===== config.mk =====
export PLATFORM = sky130hd
export DESIGN_NAME = parity_engine_flat
export DESIGN_NICKNAME = d
export VERILOG_FILES = /design/src/rtl/parity_engine_if.sv /design/src/rtl/parity_engine.sv /design/src/flat_wrapper.sv
export SDC_FILE = /design/constraint.sdc
export NUM_CORES = 1
export LEC_CHECK = 0
export CAP_MARGIN = 10
export CORE_MARGIN = 4
export CORE_UTILIZATION = 45
export CTS_CLUSTER_DIAMETER = 50
export DETAILED_ROUTE_END_ITERATION = 12
export PLACE_DENSITY_LB_ADDON = 0.2
export SLEW_MARGIN = 10
export SYNTH_ARGS = -nofsm -noshare
export SYNTH_HDL_FRONTEND = slang
export SYNTH_SLANG_ARGS = --single-unit

===== constraint.sdc =====
create_clock -name clk -period 2.1 [get_ports clk]
set_clock_uncertainty 0.05 [all_clocks]
set_input_delay 0.63 -clock clk [delete_from_list [all_inputs] [get_ports clk]]
set_output_delay 0.63 -clock clk [all_outputs]
set_load 0.03 [all_outputs]

===== src/rtl/parity_engine_if.sv =====
// Bus bundle for parity_engine: TX capture, RX bit stream and error counter signals.
// The DUT connects through the slave modport and its driver through the master modport.
interface parity_engine_if #(
  parameter int unsigned DATA_WIDTH = 8,
  parameter int unsigned LEN_W      = 4,
  parameter int unsigned CNT_W      = 8
);
  logic [DATA_WIDTH-1:0] p_data;
  logic                  data_valid;
  logic                  busy;
  logic                  par_en;
  logic [1:0]            par_typ;
  logic [LEN_W-1:0]      data_len;
  logic                  par_bit;
  logic                  par_valid;
  logic                  rx_start;
  logic                  rx_sample;
  logic                  rx_bit;
  logic                  chk_done;
  logic                  par_err;
  logic                  err_clr;
  logic [CNT_W-1:0]      err_cnt;

  modport master (
    output p_data, data_valid, busy, par_en, par_typ, data_len,
    output rx_start, rx_sample, rx_bit, err_clr,
    input  par_bit, par_valid, chk_done, par_err, err_cnt
  );

  modport slave (
    input  p_data, data_valid, busy, par_en, par_typ, data_len,
    input  rx_start, rx_sample, rx_bit, err_clr,
    output par_bit, par_valid, chk_done, par_err, err_cnt
  );
endinterface


===== src/rtl/parity_engine.sv =====
// UART parity engine: registered TX parity generator and serial RX parity checker
// with a saturating error counter. Even/odd/mark/space, runtime frame length.
module parity_engine #(
  parameter int unsigned DATA_WIDTH = 8,
  parameter int unsigned LEN_W      = 4,
  parameter int unsigned CNT_W      = 8
) (
  input logic            clk,
  input logic            rst,
  parity_engine_if.slave bus
);

  typedef enum logic [1:0] {StIdle, StData, StPar} rx_state_e;

  localparam logic [1:0] TypEven  = 2'b00;
  localparam logic [1:0] TypOdd   = 2'b01;
  localparam logic [1:0] TypMark  = 2'b10;

  function automatic logic f_par(input logic [DATA_WIDTH-1:0] d, input logic [1:0] typ);
    logic res;
    case (typ)
      TypEven: res = ^d;
      TypOdd:  res = ~^d;
      TypMark: res = 1'b1;
      default: res = 1'b0;
    endcase
    return res;
  endfunction

  // Effective frame length: 0 or out-of-range lengths mean a full-width frame.
  logic [LEN_W-1:0]      w_len;
  logic [DATA_WIDTH-1:0] w_mask;
  logic                  w_cap;

  always_comb begin
    w_len = bus.data_len;
    if (bus.data_len == '0 || bus.data_len > LEN_W'(DATA_WIDTH)) begin
      w_len = LEN_W'(DATA_WIDTH);
    end
    w_mask = '0;
    for (int i = 0; i < int'(DATA_WIDTH); i++) begin
      w_mask[i] = (i < int'(w_len));
    end
  end

  assign w_cap = bus.data_valid & ~bus.busy;

  // TX path registers
  logic [DATA_WIDTH-1:0] r_data;
  logic                  r_tx_en;
  logic [1:0]            r_tx_typ;
  logic                  r_cap;
  logic                  r_par_bit;
  logic                  r_par_valid;

  always_ff @(posedge clk) begin
    if (!rst) begin
      r_data      <= '0;
      r_tx_en     <= 1'b0;
      r_tx_typ    <= 2'b00;
      r_cap       <= 1'b0;
      r_par_bit   <= 1'b0;
      r_par_valid <= 1'b0;
    end else begin
      if (w_cap) begin
        r_data   <= bus.p_data & w_mask;
        r_tx_en  <= bus.par_en;
        r_tx_typ <= bus.par_typ;
      end
      r_cap       <= w_cap;
      r_par_valid <= r_cap;
      if (r_cap) begin
        r_par_bit <= r_tx_en ? f_par(r_data, r_tx_typ) : 1'b0;
      end
    end
  end

  // RX path state
  rx_state_e        r_state, w_state;
  logic             r_acc, w_acc;
  logic [LEN_W-1:0] r_cnt, w_cnt;
  logic [LEN_W-1:0] r_rx_len, w_rx_len;
  logic             r_rx_en, w_rx_en;
  logic [1:0]       r_rx_typ, w_rx_typ;
  logic             r_chk_done, w_chk_done;
  logic             r_par_err, w_par_err;
  logic [CNT_W-1:0] r_err_cnt, w_err_cnt;
  logic             w_exp;

  always_ff @(posedge clk) begin
    if (!rst) begin
      r_state    <= StIdle;
      r_acc      <= 1'b0;
      r_cnt      <= '0;
      r_rx_len   <= '0;
      r_rx_en    <= 1'b0;
      r_rx_typ   <= 2'b00;
      r_chk_done <= 1'b0;
      r_par_err  <= 1'b0;
      r_err_cnt  <= '0;
    end else begin
      r_state    <= w_state;
      r_acc      <= w_acc;
      r_cnt      <= w_cnt;
      r_rx_len   <= w_rx_len;
      r_rx_en    <= w_rx_en;
      r_rx_typ   <= w_rx_typ;
      r_chk_done <= w_chk_done;
      r_par_err  <= w_par_err;
      r_err_cnt  <= w_err_cnt;
    end
  end

  always_comb begin
    w_state    = r_state;
    w_acc      = r_acc;
    w_cnt      = r_cnt;
    w_rx_len   = r_rx_len;
    w_rx_en    = r_rx_en;
    w_rx_typ   = r_rx_typ;
    w_chk_done = 1'b0;
    w_par_err  = 1'b0;

    case (r_rx_typ)
      TypEven: w_exp = r_acc;
      TypOdd:  w_exp = ~r_acc;
      TypMark: w_exp = 1'b1;
      default: w_exp = 1'b0;
    endcase

    // rx_start restarts from any state and swallows a coincident sample.
    if (bus.rx_start) begin
      w_state  = StData;
      w_acc    = 1'b0;
      w_cnt    = '0;
      w_rx_len = w_len;
      w_rx_en  = bus.par_en;
      w_rx_typ = bus.par_typ;
    end else begin
      case (r_state)
        StIdle: begin
          w_state = StIdle;
        end
        StData: begin
          if (bus.rx_sample) begin
            w_acc = r_acc ^ bus.rx_bit;
            w_cnt = r_cnt + LEN_W'(1);
            if (r_cnt == r_rx_len - LEN_W'(1)) begin
              if (r_rx_en) begin
                w_state = StPar;
              end else begin
                w_state    = StIdle;
                w_chk_done = 1'b1;
              end
            end
          end
        end
        StPar: begin
          if (bus.rx_sample) begin
            w_chk_done = 1'b1;
            w_par_err  = (bus.rx_bit != w_exp);
            w_state    = StIdle;
          end
        end
        default: w_state = StIdle;
      endcase
    end

    w_err_cnt = r_err_cnt;
    if (bus.err_clr) begin
      w_err_cnt = '0;
    end else if (w_par_err && r_err_cnt != '1) begin
      w_err_cnt = r_err_cnt + CNT_W'(1);
    end
  end

  assign bus.par_bit   = r_par_bit;
  assign bus.par_valid = r_par_valid;
  assign bus.chk_done  = r_chk_done;
  assign bus.par_err   = r_par_err;
  assign bus.err_cnt   = r_err_cnt;

endmodule


===== src/flat_wrapper.sv =====
// flat-port wrapper written by rule: the top's interface ports become plain ports
module parity_engine_flat 
#(
  parameter int unsigned DATA_WIDTH = 8,
  parameter int unsigned LEN_W      = 4,
  parameter int unsigned CNT_W      = 8
)
  (clk, rst, bus_p_data, bus_data_valid, bus_busy, bus_par_en, bus_par_typ, bus_data_len, bus_rx_start, bus_rx_sample, bus_rx_bit, bus_err_clr, bus_par_bit, bus_par_valid, bus_chk_done, bus_par_err, bus_err_cnt);
  parity_engine_if #(.DATA_WIDTH(DATA_WIDTH), .LEN_W(LEN_W), .CNT_W(CNT_W)) bus_i ();
  input logic clk;
  input logic rst;
  input wire logic [$bits(bus_i.p_data)-1:0] bus_p_data;
  input wire logic [$bits(bus_i.data_valid)-1:0] bus_data_valid;
  input wire logic [$bits(bus_i.busy)-1:0] bus_busy;
  input wire logic [$bits(bus_i.par_en)-1:0] bus_par_en;
  input wire logic [$bits(bus_i.par_typ)-1:0] bus_par_typ;
  input wire logic [$bits(bus_i.data_len)-1:0] bus_data_len;
  input wire logic [$bits(bus_i.rx_start)-1:0] bus_rx_start;
  input wire logic [$bits(bus_i.rx_sample)-1:0] bus_rx_sample;
  input wire logic [$bits(bus_i.rx_bit)-1:0] bus_rx_bit;
  input wire logic [$bits(bus_i.err_clr)-1:0] bus_err_clr;
  output wire logic [$bits(bus_i.par_bit)-1:0] bus_par_bit;
  output wire logic [$bits(bus_i.par_valid)-1:0] bus_par_valid;
  output wire logic [$bits(bus_i.chk_done)-1:0] bus_chk_done;
  output wire logic [$bits(bus_i.par_err)-1:0] bus_par_err;
  output wire logic [$bits(bus_i.err_cnt)-1:0] bus_err_cnt;
  assign bus_i.p_data = bus_p_data;
  assign bus_i.data_valid = bus_data_valid;
  assign bus_i.busy = bus_busy;
  assign bus_i.par_en = bus_par_en;
  assign bus_i.par_typ = bus_par_typ;
  assign bus_i.data_len = bus_data_len;
  assign bus_i.rx_start = bus_rx_start;
  assign bus_i.rx_sample = bus_rx_sample;
  assign bus_i.rx_bit = bus_rx_bit;
  assign bus_i.err_clr = bus_err_clr;
  assign bus_par_bit = bus_i.par_bit;
  assign bus_par_valid = bus_i.par_valid;
  assign bus_chk_done = bus_i.chk_done;
  assign bus_par_err = bus_i.par_err;
  assign bus_err_cnt = bus_i.err_cnt;
  parity_engine #(.DATA_WIDTH(DATA_WIDTH), .LEN_W(LEN_W), .CNT_W(CNT_W)) u_core (.clk(clk), .rst(rst), .bus(bus_i));
endmodule

---- After elaboration in Yosys (flattened, before gate mapping) ----
Cells that the tools add are included.
cells by class
  magnitude comparators ................... 9
  reductions and logical operators ........ 12
  divide/modulo/power cells ............... 0
  muxes and demuxes ....................... 18
  $add $sub $neg .......................... 3
  bitwise logic cells ..................... 6
  shift-type cells ........................ 0
  equal/unequal tests ..................... 15
  multiply operators ...................... 0
operators with widths
  cell                 count
  $lt 3x4->1 const A   4
  $mux 1               9
  $add 8x1->8 const B  1
  $and 8x8->8          1
  $lt 1x4->1 const A   2
  $lt 2x4->1 const A   2
  $mux 2               4
  $ne 8x8->1 const B   1
  $reduce_xnor 8->1    1
  $reduce_xor 8->1     1
  $eq 2x1->1 const B   3
  $eq 2x2->1 const B   3
  $ne 3x3->1 const B   2
  $pmux 1 s3           2
  $reduce_and 3->1     2
  $add 4x1->4 const B  1
  $eq 4x4->1           1
  $gt 4x4->1 const B   1
  $logic_not 2->1      2
  $logic_not 4->1      1
  $mux 4               1
  $ne 2x2->1 const B   2
  $pmux 2 s2           1
  $reduce_or 2->1      2
  11 further kinds     13
storage, ports and cells
  bits in latches ......................... 0
  input bits .............................. 23
  word-level logic and storage cells ...... 79
  memories ................................ 0
  ROM bits ................................ 0
  bits in writable memories ............... 0
  output and inout bits ................... 12
  register bits after elaboration ......... 38

---- Longest topological paths before layout ----
Gate-level depths: netlist of the first run.
  depth in word-level cells ............... 7
  depth in mapped cells ................... 7
  depth with buffers taken out ............ 7

---- Worst setup path after synthesis of the first run ----
OpenSTA, ideal clock, no wires.
  path type ............................... input to register
  start ................................... input port bus_rx_start
  end ..................................... register u_core.r_err_cnt[5], in the netlist u_core.bus.err_cnt[5]
  setup time .............................. 0.116 ns
  stages .................................. 5
  path slack .............................. 0.128 ns
  required time ........................... 1.934 ns
  arrival time ............................ 1.806 ns
  buffers on the path ..................... 1
  cells stage by stage .................... buf_2 > or2_2 > nor4_4 > a31oi_1 > a41o_1
on the way
  word-level cells in the longest chain between the ends .. 2
ends and longest elaborated chain
  element                 RTL line              RTL
  start: declaration      flat_wrapper.sv:18    input wire logic [$bits(bus_i.rx_start)-1:0] bus_rx_start;
  $mux 1                  parity_engine.sv:132  if (bus.rx_start) begin
  $logic_and 1x1->1       parity_engine.sv:172  end else if (w_par_err && r_err_cnt != '1) begin
  end signal: assignment  parity_engine.sv:110  r_err_cnt <= w_err_cnt;
  end: declaration        parity_engine.sv:87   logic [CNT_W-1:0] r_err_cnt, w_err_cnt;
Every way passes these cells.
A chain may end at the register's enable or synchronous reset.

---- Worst setup path in the final report of the first run ----
  start ................................... register u_core.r_err_cnt[1], in the netlist u_core.bus.err_cnt[1]
  end ..................................... output port bus_err_cnt[1]
RTL lines
  element           RTL line            RTL
  end: declaration  flat_wrapper.sv:26  output wire logic [$bits(bus_i.err_cnt)-1:0] bus_err_cnt;
No word-level cell between the ends.

==> results of run 1 <==
## report_power, final
part,total (mW),internal [mW],switching (mW)
combinational,0.198,0.110,0.0880
sequential,0.754,0.740,0.0140
clock,0.495,0.253,0.241
total,1.45,1.10,0.344
## final cells by class
type                       count  area (um2)
clock buffer                   6        82.6
fill                         369        1560
inverter                       8        30.0
multi-input combinational    153        1050
sequential                    38         761
tap                           50        62.6
timing repair buffer          49         457
## worst paths after layout
kind,startpoint,to,slack (ns),cells past startpoint
worst max register to register,u_core.bus.err_cnt[0],u_core.bus.err_cnt[7],0.33,7
worst min register to register,u_core.r_data[2],u_core.r_data[2],0.42,2
worst max-delay path,u_core.bus.err_cnt[1],bus_err_cnt[1],0.03,1
worst min-delay path,u_core.r_data[2],u_core.r_data[2],0.42,2
## flip-flops by register name, summed over array words and instances, names as in the netlist
signal / cells
u_core.bus.par_valid: 1
u_core.r_cap: 1
u_core.r_rx_typ: 2
u_core.r_state: 2
u_core.r_tx_en: 1
u_core.bus.par_err: 1
u_core.r_tx_typ: 2
u_core.r_rx_en: 1
u_core.r_acc: 1
u_core.r_cnt: 4
u_core.bus.par_bit: 1
u_core.bus.chk_done: 1
u_core.bus.err_cnt: 8
u_core.r_rx_len: 4
u_core.r_data: 8
## through the flow
stage	power, mW	TNS, ns	area (um2)
4_1_cts	1.46	0	2420
3_5_place_dp	0.968	-2.02	2340
2_1_floorplan	0.881	0	1870
6_report	1.45	0	2440
5_1_grt	1.51	-0.0227	2440
3_3_place_gp	0.966	-1.78	2340
## cell usage in the layout, fill, tap and decap left out, types with 6 or more instances in the layout
master	n
dfxtp_1	38
clkdlybuf4s50_1	31
nand2_1	26
nor2_1	16
xnor2_1	16
buf_4	15
a21boi_0	10
inv_1	8
and2_1	7
nor2b_1	7
clkbuf_8	6
## metal layers
layer | global-route usage | share of wire | wire, um
met1 | 0.167 | 0.46 | 1710
met2 | 0.260 | 0.46 | 1690
met3 | 0.0443 | 0.054 | 199
met4 | 0.0717 | 0.020 | 72
met5 | 0 | 0 | 0
## what timing repair did
item / CTS / global route
pin swaps: 0 / 3
resized for setup: 1 / 5
setup endpoints to repair: 1 / 8
endpoints found under the hold margin: 0 / 0
## cell families (layout without fill, tap and decap cells)
kind of cell,Yosys count,count (layout),synth area share
AOI/OAI and AO/OA,35,35,0.134
xor gates and xnor gates,23,23,0.116
adders and majority gates,5,5,0.0335
buffers and inverters,18,63,0.0369
DFF,38,38,0.408
muxes,5,5,0.0268
and+or+nand+nor,85,85,0.245
==> run metrics, run 1 <==
run status=finished, final reports clean; ANT nets after route=0; GRT Total Usage=0.150; CTS tree=done; Port-buffer cells=34; H-tree Lvls=2; Post-synth ARST share=0; Post-synth top flop=dfxtp_1; Die Wd=72.4 um; pwr/cell area=592 nW/um2; sequential share of the synthesized area=0.408; root buf cell=clkbuf_8; Layout Cells excl Fill=304; Worst Path Arrival=1.39 ns; clk slew on worst S/H paths=0.07 ns; Slew Viols, Final=0; Max stage delay on crit path=0.71 ns; DRT Pass-1 Iters=4; clk sink count=38; Residual DRC=0; YS warnings=0; pre-CTS setup slack=-0.266 ns; first-pass GRT wire length=6180 um; Starting Density=0.467; vias per std cell=5.11; peak supply drop=0.364 mV; WS Path Type=reg -> out; Yosys reg bits=38; hold_buf cts=0; CP Capture Type=output port; Max Cap Violations=0; 1st-iter DRT viols=44; CP max stage cell=clkdlybuf4s50_1; Synth area leaders=dfxtp_1 (41%), xnor2_1 (7.5%), nand2_1 (5.2%); post-layout worst setup margin=0.0271 ns; syn nets=237; die area=5240 um2; Num CTS Buffers=5; P&R area growth vs syn=30.9%; Core Util, Final=0.611; routed vias=1554; WL per Instance=12.1 um; Hold WS=0.423 ns; n_diodes=0; die height=72.4 um; Max-Slew Margin vs Limit=0.700; worst-path cell chain=clkdlybuf4s50_1; io pins=35; wirelength, routed=3680 um; post-synth top area cell=dfxtp_1; Final Cycle Share=0.987; top post-synthesis cells by count=dfxtp_1 (38), nand2_1 (26), nor2_1 (16), xnor2_1 (16), a21boi_0 (10); WP data required=1.42 ns; site row count=23; clk buf depth=2; Synth Area per Inst=8.93 um2; total grt overflow=0; Tmin final=2.07 ns; final setup fails=0; number of global-route vias before repair=1486; Synth cell types=41; measured slew at the worst slew-check pin=0.449 ns; Largest delay share family, worst path=buffers and inverters; layout cells sized above 1=0.118; Mapped Cells=209; crit path buf inv count=1; later-pin clock latency in the skew report=0.29 ns; Final GP Congestion=0.800; Fin. Hold Viols=0; Placed Cells=298; antenna violations before repair=0; most common cell in the netlist=dfxtp_1; share of the synthesized area in the top cell type=0.408; crit path max fanout=4; Core ar.=4000 um2; Leakage Power=0.960 nW; largest net degree at the start of global routing=17; Post-Syn Area=1870 um2; Post-synth EDFFs=0; nets@finish=283; Setup Buffers After CTS=0; fmax=0.482 GHz; startpoint types=register; dpl hpwl=2780 um; HP Class=reg -> reg
Power figures use the tool's default switching activity.
==> run 2, diff against run 1 <==
==> constraint.sdc (replaced) <==
create_clock -name clk -period 2.6 [get_ports clk]
set_clock_uncertainty 0.05 [all_clocks]
set_input_delay 0.78 -clock clk [delete_from_list [all_inputs] [get_ports clk]]
set_output_delay 0.78 -clock clk [all_outputs]
set_load 0.03 [all_outputs]
==> run 2 against run 1 <==
  * Critical path depth is the same
  * Global-route usage grew 0.34 points
  * Cell area shrank 3.1%
  * Combinational power shrank 25%
  * Clock power shrank 16%
  * Non-clock buffer count shrank 9
  * Core utilization shrank 1.9 points
  * Sequential share of layout area grew 1.0 points
  * First-iteration DRC count grew 9.1%
  * Die area is the same
  * Cell count shrank 2.3%
  * Largest cell class unchanged
==> run metrics, run 2 (same netlist as run 1, synthesis figures left out) <==
Setup Buffers After CTS=0 (unchanged); Max stage delay on crit path=0.72 ns (about the same); dpl hpwl=2690 um (-3.1%); Slew Viols, Final=0 (unchanged); clk buf depth=2 (unchanged); n_diodes=0 (unchanged); final setup fails=0 (unchanged); Layout Cells excl Fill=297 (-2.3%); ANT nets after route=0 (unchanged); final setup TNS=0 ns (unchanged); total grt overflow=0 (unchanged); pwr/cell area=495 nW/um2 (-16%); run status=finished, final reports clean; site row count=23 (unchanged); H-tree Lvls=2 (unchanged); die area=5240 um2 (unchanged); CTS tree=done; Die Wd=72.4 um (unchanged); WL per Instance=12.2 um (+0.94%); Largest delay share family, worst path=buffers and inverters; Top Layer Used=met4; wirelength, routed=3630 um (-1.4%); DRT Pass-1 Iters=4 (unchanged); number of global-route vias before repair=1435 (-3.4%); antenna violations before repair=0 (unchanged); Core ar.=4000 um2 (unchanged); WP data required=1.77 ns (+0.35 ns); # fillers=381 (+3.3%); peak supply drop=0.332 mV (-8.9%); commonest non-fill, non-tap cell in the layout=dfxtp_1; WS Path Type=reg -> out; Final GP Congestion=0.780 (-2.5%); CP Capture Type=output port; Tmin final=2.30 ns; Pwr Total=1.17 mW (-19%); CP max stage cell=clkdlybuf4s50_1; clk sink count=38 (unchanged); Residual DRC=0 (unchanged); most frequent cells in the layout=dfxtp_1 (38), clkdlybuf4s50_1 (34), nand2_1 (26), nor2_1 (16), xnor2_1 (16); Hold WS=0.423 ns (+0.0000810 ns); measured slew at the worst slew-check pin=0.470 ns (+0.0208 ns); nets@finish=274 (-3.2%); GRT Total Usage=0.153 (+0.00341); clk slew on worst S/H paths=0.07 ns (about the same); Starting Density=0.467 (unchanged); WL met2=1710 um (+0.77%); Max Cap Violations=0 (unchanged); 1st-iter DRT viols=48 (+9.1%); first-pass GRT wire length=6300 um (+1.9%); worst-path cell chain=clkdlybuf4s50_1; io pins=35 (unchanged); root buf cell=clkbuf_8; layout cells sized above 1=0.0810 (-0.0371); crit path max fanout=8 (+4); Num CTS Buffers=5 (unchanged); fmax=0.435 GHz; later-pin clock latency in the skew report=0.29 ns (about the same); Worst Path Arrival=1.47 ns (+0.08 ns); Core Util, Final=0.592 (-0.0191); vias per std cell=4.97 (-2.8%); largest net degree at the start of global routing=16 (-1); die height=72.4 um (unchanged); HP Class=reg -> reg; crit path buf inv count=1 (unchanged); Resized Gates After CTS=0 (-1); Final Cycle Share=0.884; P&R area growth vs syn=26.8%; startpoint types=register; routed wl met3=215 um (+8.0%); Leakage Power=0.877 nW (-8.7%); Max-Slew Margin vs Limit=0.684 (-0.0163); Port-buffer cells=34 (unchanged); Fin. Hold Viols=0 (unchanged); routed vias=1476 (-5.0%); RSZ-0062 raised after global routing=false; hold_buf cts=0 (unchanged); Placed Cells=289 (-3.0%); Post-Route M1 WL=1640 um (-4.0%)
run 2: metrics by stage:
step	instance area [um2]	setup WS, ns
floorplan	1870	0.478
global placement	2280	0.125
detailed placement	2280	0.0864
CTS	2370	0.286
global route	2370	0.211
finish	2370	0.301
run 2: cell type report:
class / count / area (um2) / area share
clock inverters: 1 / 5.00 / 0.00211
multi-input cells: 153 / 1040 / 0.438
flip-flops and latches: 38 / 761 / 0.321
clock buffers: 7 / 86.3 / 0.0365
well taps: 50 / 62.6 / 0.0264
repair buffers: 40 / 385 / 0.163
inverters: 8 / 30.0 / 0.0127
run 2: worst paths after layout:
check                   startpoint               endpoint  slack, ns  cells after the start
max          u_core.bus.err_cnt[3]         bus_err_cnt[3]       0.30                      1
min               u_core.r_data[2]       u_core.r_data[2]       0.42                      2
max reg2reg      u_core.r_state[0]  u_core.bus.err_cnt[7]       0.82                      8
min reg2reg       u_core.r_data[2]       u_core.r_data[2]       0.42                      2
run 2: report_power, final:
group / switching, mW / internal [mW] / leakage (nW) / total, mW
clock network: 0.201 / 0.214 / 0.0482 / 0.415
logic: 0.0691 / 0.0800 / 0.520 / 0.149
registers: 0.0112 / 0.598 / 0.309 / 0.609
total: 0.281 / 0.891 / 0.877 / 1.17
run 2: per-layer routing:
layer / up-vias / GRT usage
li1: 785 / -
met1: 656 / 0.187
met2: 29 / 0.251
met3: 6 / 0.0457
met4: 0 / 0.0656
met5: - / 0
==> run 3, diff against run 2 <==
--- a/config.mk
+++ b/config.mk
@@ -5,9 +5,8 @@
 export SDC_FILE = /design/constraint.sdc
 export NUM_CORES = 1
 export LEC_CHECK = 0
-export CAP_MARGIN = 10
 export CORE_MARGIN = 4
-export CORE_UTILIZATION = 45
+export CORE_UTILIZATION = 55
 export CTS_CLUSTER_DIAMETER = 50
 export DETAILED_ROUTE_END_ITERATION = 12
 export PLACE_DENSITY_LB_ADDON = 0.2
==> run 3 against run 2 <==
  * Sequential power about the same
  * Clock power down 24%
  * Power down 8.3%
  * Critical path type unchanged
  * Clock-buffer cell count unchanged
  * Sequential share of layout area is 0.54 points higher
  * Combinational power about the same
  * Maximum frequency is 3.4% lower
  * Worst hold slack better by 0.0086 ns
  * Worst setup slack worse by 0.081 ns
  * Register-to-register slack worse by 0.08 ns
  * Core utilization is 15 points higher
==> run metrics, run 3 (same netlist as run 1, synthesis figures left out) <==
Core ar.=3150 um2 (-21%); Resized Gates After CTS=0 (unchanged); first-pass GRT wire length=7000 um (+11%); hold worst-path end=u_core.r_data[2]; CTS tree=done; dpl hpwl=3040 um (+13%); root buf cell=clkbuf_4; die area=4390 um2 (-16%); WL per Instance=13.6 um (+11%); Port-buffer cells=34 (unchanged); Psw=0.267 mW (-5.1%); Clk pwr share=0.294 (-0.060); Slew Viols, Final=0 (unchanged); crit path buf inv count=1 (unchanged); WP data required=1.77 ns (about the same); total grt overflow=0 (unchanged); startpoint types=register; routed vias=1597 (+8.2%); wirelength, routed=3950 um (+9.0%); Residual DRC=0 (unchanged); Hold WS=0.432 ns (+0.00861 ns); site row count=20 (-13%); Max Cap Violations=0 (unchanged); io pins=35 (unchanged); DRT Pass-1 Iters=4 (unchanged); 1st-iter DRT viols=113 (+140%); ANT nets after route=0 (unchanged); Max stage delay on crit path=0.73 ns (about the same); Final Cycle Share=0.916 (+0.0311); WS Path Type=reg -> out; run status=finished, final reports clean; Tmin final=2.38 ns (+0.0810 ns); n_diodes=0 (unchanged); CP Capture Type=output port; worst-path cell chain=clkdlybuf4s50_1; peak supply drop=0.303 mV (-8.6%); hold_buf cts=0 (unchanged); number of global-route vias before repair=1694 (+18%); GRT Total Usage=0.204 (+0.0511); Largest delay share family, worst path=buffers and inverters; crit path max fanout=8 (unchanged); M3 GR Usage=0.0578 (+0.0121); most frequent cells in the layout=dfxtp_1 (38), clkdlybuf4s50_1 (34), nand2_1 (26), nor2_1 (16), xnor2_1 (16); largest net degree at the start of global routing=19 (+3); Comb power frac=0.140 (+0.013); Die Wd=66.3 um (-8.5%); sequential share of power=0.566 (+0.047); Leakage Power=0.864 nW (-1.5%); final setup fails=0 (unchanged); clk slew on worst S/H paths=0.11 ns (+0.04 ns); die height=66.3 um (-8.5%); antenna violations before repair=0 (unchanged); Switching Fraction=0.248 (+0.00826); hold path depth=2 (unchanged); nets@finish=274 (unchanged); pwr/cell area=462 nW/um2 (-6.7%); met2 Use GR=0.382 (+0.131); CP max stage cell=clkdlybuf4s50_1; area of the multi-input gates=1040 um2 (unchanged); commonest non-fill, non-tap cell in the layout=dfxtp_1; measured slew at the worst slew-check pin=0.496 ns (+0.0254 ns); Starting Density=0.592 (+0.125); RSZ-0062 raised after global routing=false; later-pin clock latency in the skew report=0.34 ns (+0.05 ns); fmax=0.420 GHz (-3.4%); vias per std cell=5.49 (+10%); hold_sp=u_core.r_data[2]; met1 GRT Util=0.209 (+0.0221); final setup TNS=0 ns (unchanged); Max-Slew Margin vs Limit=0.667 (-0.0171); R2R depth=7 (-1); clk sink count=38 (unchanged); clk buf depth=2 (unchanged); HP Class=reg -> reg; Setup Buffers After CTS=0 (unchanged); layout cells sized above 1=0.0810 (unchanged); Fin. Hold Viols=0 (unchanged); P&R area growth vs syn=24.7%; worst r2r src=u_core.bus.err_cnt[0]; Core Util, Final=0.738 (+0.147); internal power=0.809 mW (-9.3%); reg2reg end=u_core.bus.err_cnt[7]; FF/Latch Area=761 um2 (unchanged); # fillers=270 (-29%); setup slack, reg-to-reg=0.74 ns (-0.08 ns); Num CTS Buffers=5 (unchanged); Final GP Congestion=0.788 (+1.1%); GR peak layer=met2; H-tree Lvls=2 (unchanged); Worst Path Arrival=1.55 ns (+0.08 ns)
## run 3: cell counts in the layout (fill, tap and decap cells not counted)
Identical to the previous run, type by type.
## run 3: how the worst max path moves through the flow
| stage | from | endpoint | slack [ns] | depth (start not counted) |
|---|---|---|---|---|
| detailed placement | bus_rx_sample | u_core.bus.err_cnt[7] | 0.06 | 7 |
| global placement | bus_rx_sample | u_core.bus.err_cnt[7] | 0.13 | 7 |
| floorplan | bus_rx_start | u_core.bus.err_cnt[5] | 0.48 | 5 |
| finish | u_core.bus.err_cnt[3] | bus_err_cnt[3] | 0.22 | 1 |
| global route | u_core.bus.err_cnt[3] | bus_err_cnt[3] | 0.14 | 1 |
| CTS | u_core.bus.err_cnt[3] | bus_err_cnt[3] | 0.21 | 1 |
## run 3: area by class of cell
class                   instances  share of cell area
flip-flops and latches         38               0.327
clock inverters                 1             0.00215
multi-input cells             153               0.445
repair buffers                 40               0.166
clock buffers                   7              0.0236
well taps                      44              0.0236
inverters                       8              0.0129
## run 3: through the flow
step | cell area (um2) | worst slack (ns) | total power, mW | instances
floorplan | 1870 | 0.478 | 0.712 | 209
global placement | 2270 | 0.132 | 0.767 | 283
detailed placement | 2270 | 0.0609 | 0.772 | 283
CTS | 2330 | 0.208 | 1.09 | 291
global route | 2330 | 0.139 | 1.13 | 291
finish | 2330 | 0.220 | 1.08 | 291
## run 3: power groups by stage
| stage | Combinational, mW | Sequential [mW] | Clock (mW) |
|---|---|---|---|
| after floorplan | 0.0910 | 0.621 | 0 |
| after global placement | 0.146 | 0.621 | 0 |
| after detailed placement | 0.150 | 0.622 | 0 |
| after CTS | 0.151 | 0.609 | 0.328 |
| after global routing | 0.166 | 0.611 | 0.356 |
| final | 0.151 | 0.609 | 0.316 |
## run 3: metal layers
layer  vias to the layer above  routed length [um]
met2                        61                2030
li1                        790                   -
met5                         -                   0
met4                         0                  92
met3                        10                 221
met1                       736                1610
## run 3: worst register-to-register path, cell delays in order (launching register included)
cell     delay, ns
dfxtp_1       0.37
ha_1          0.22
and2_1        0.21
and3_1        0.28
nor4_4        0.27
buf_4         0.18
a21o_2        0.12
a21oi_1       0.05
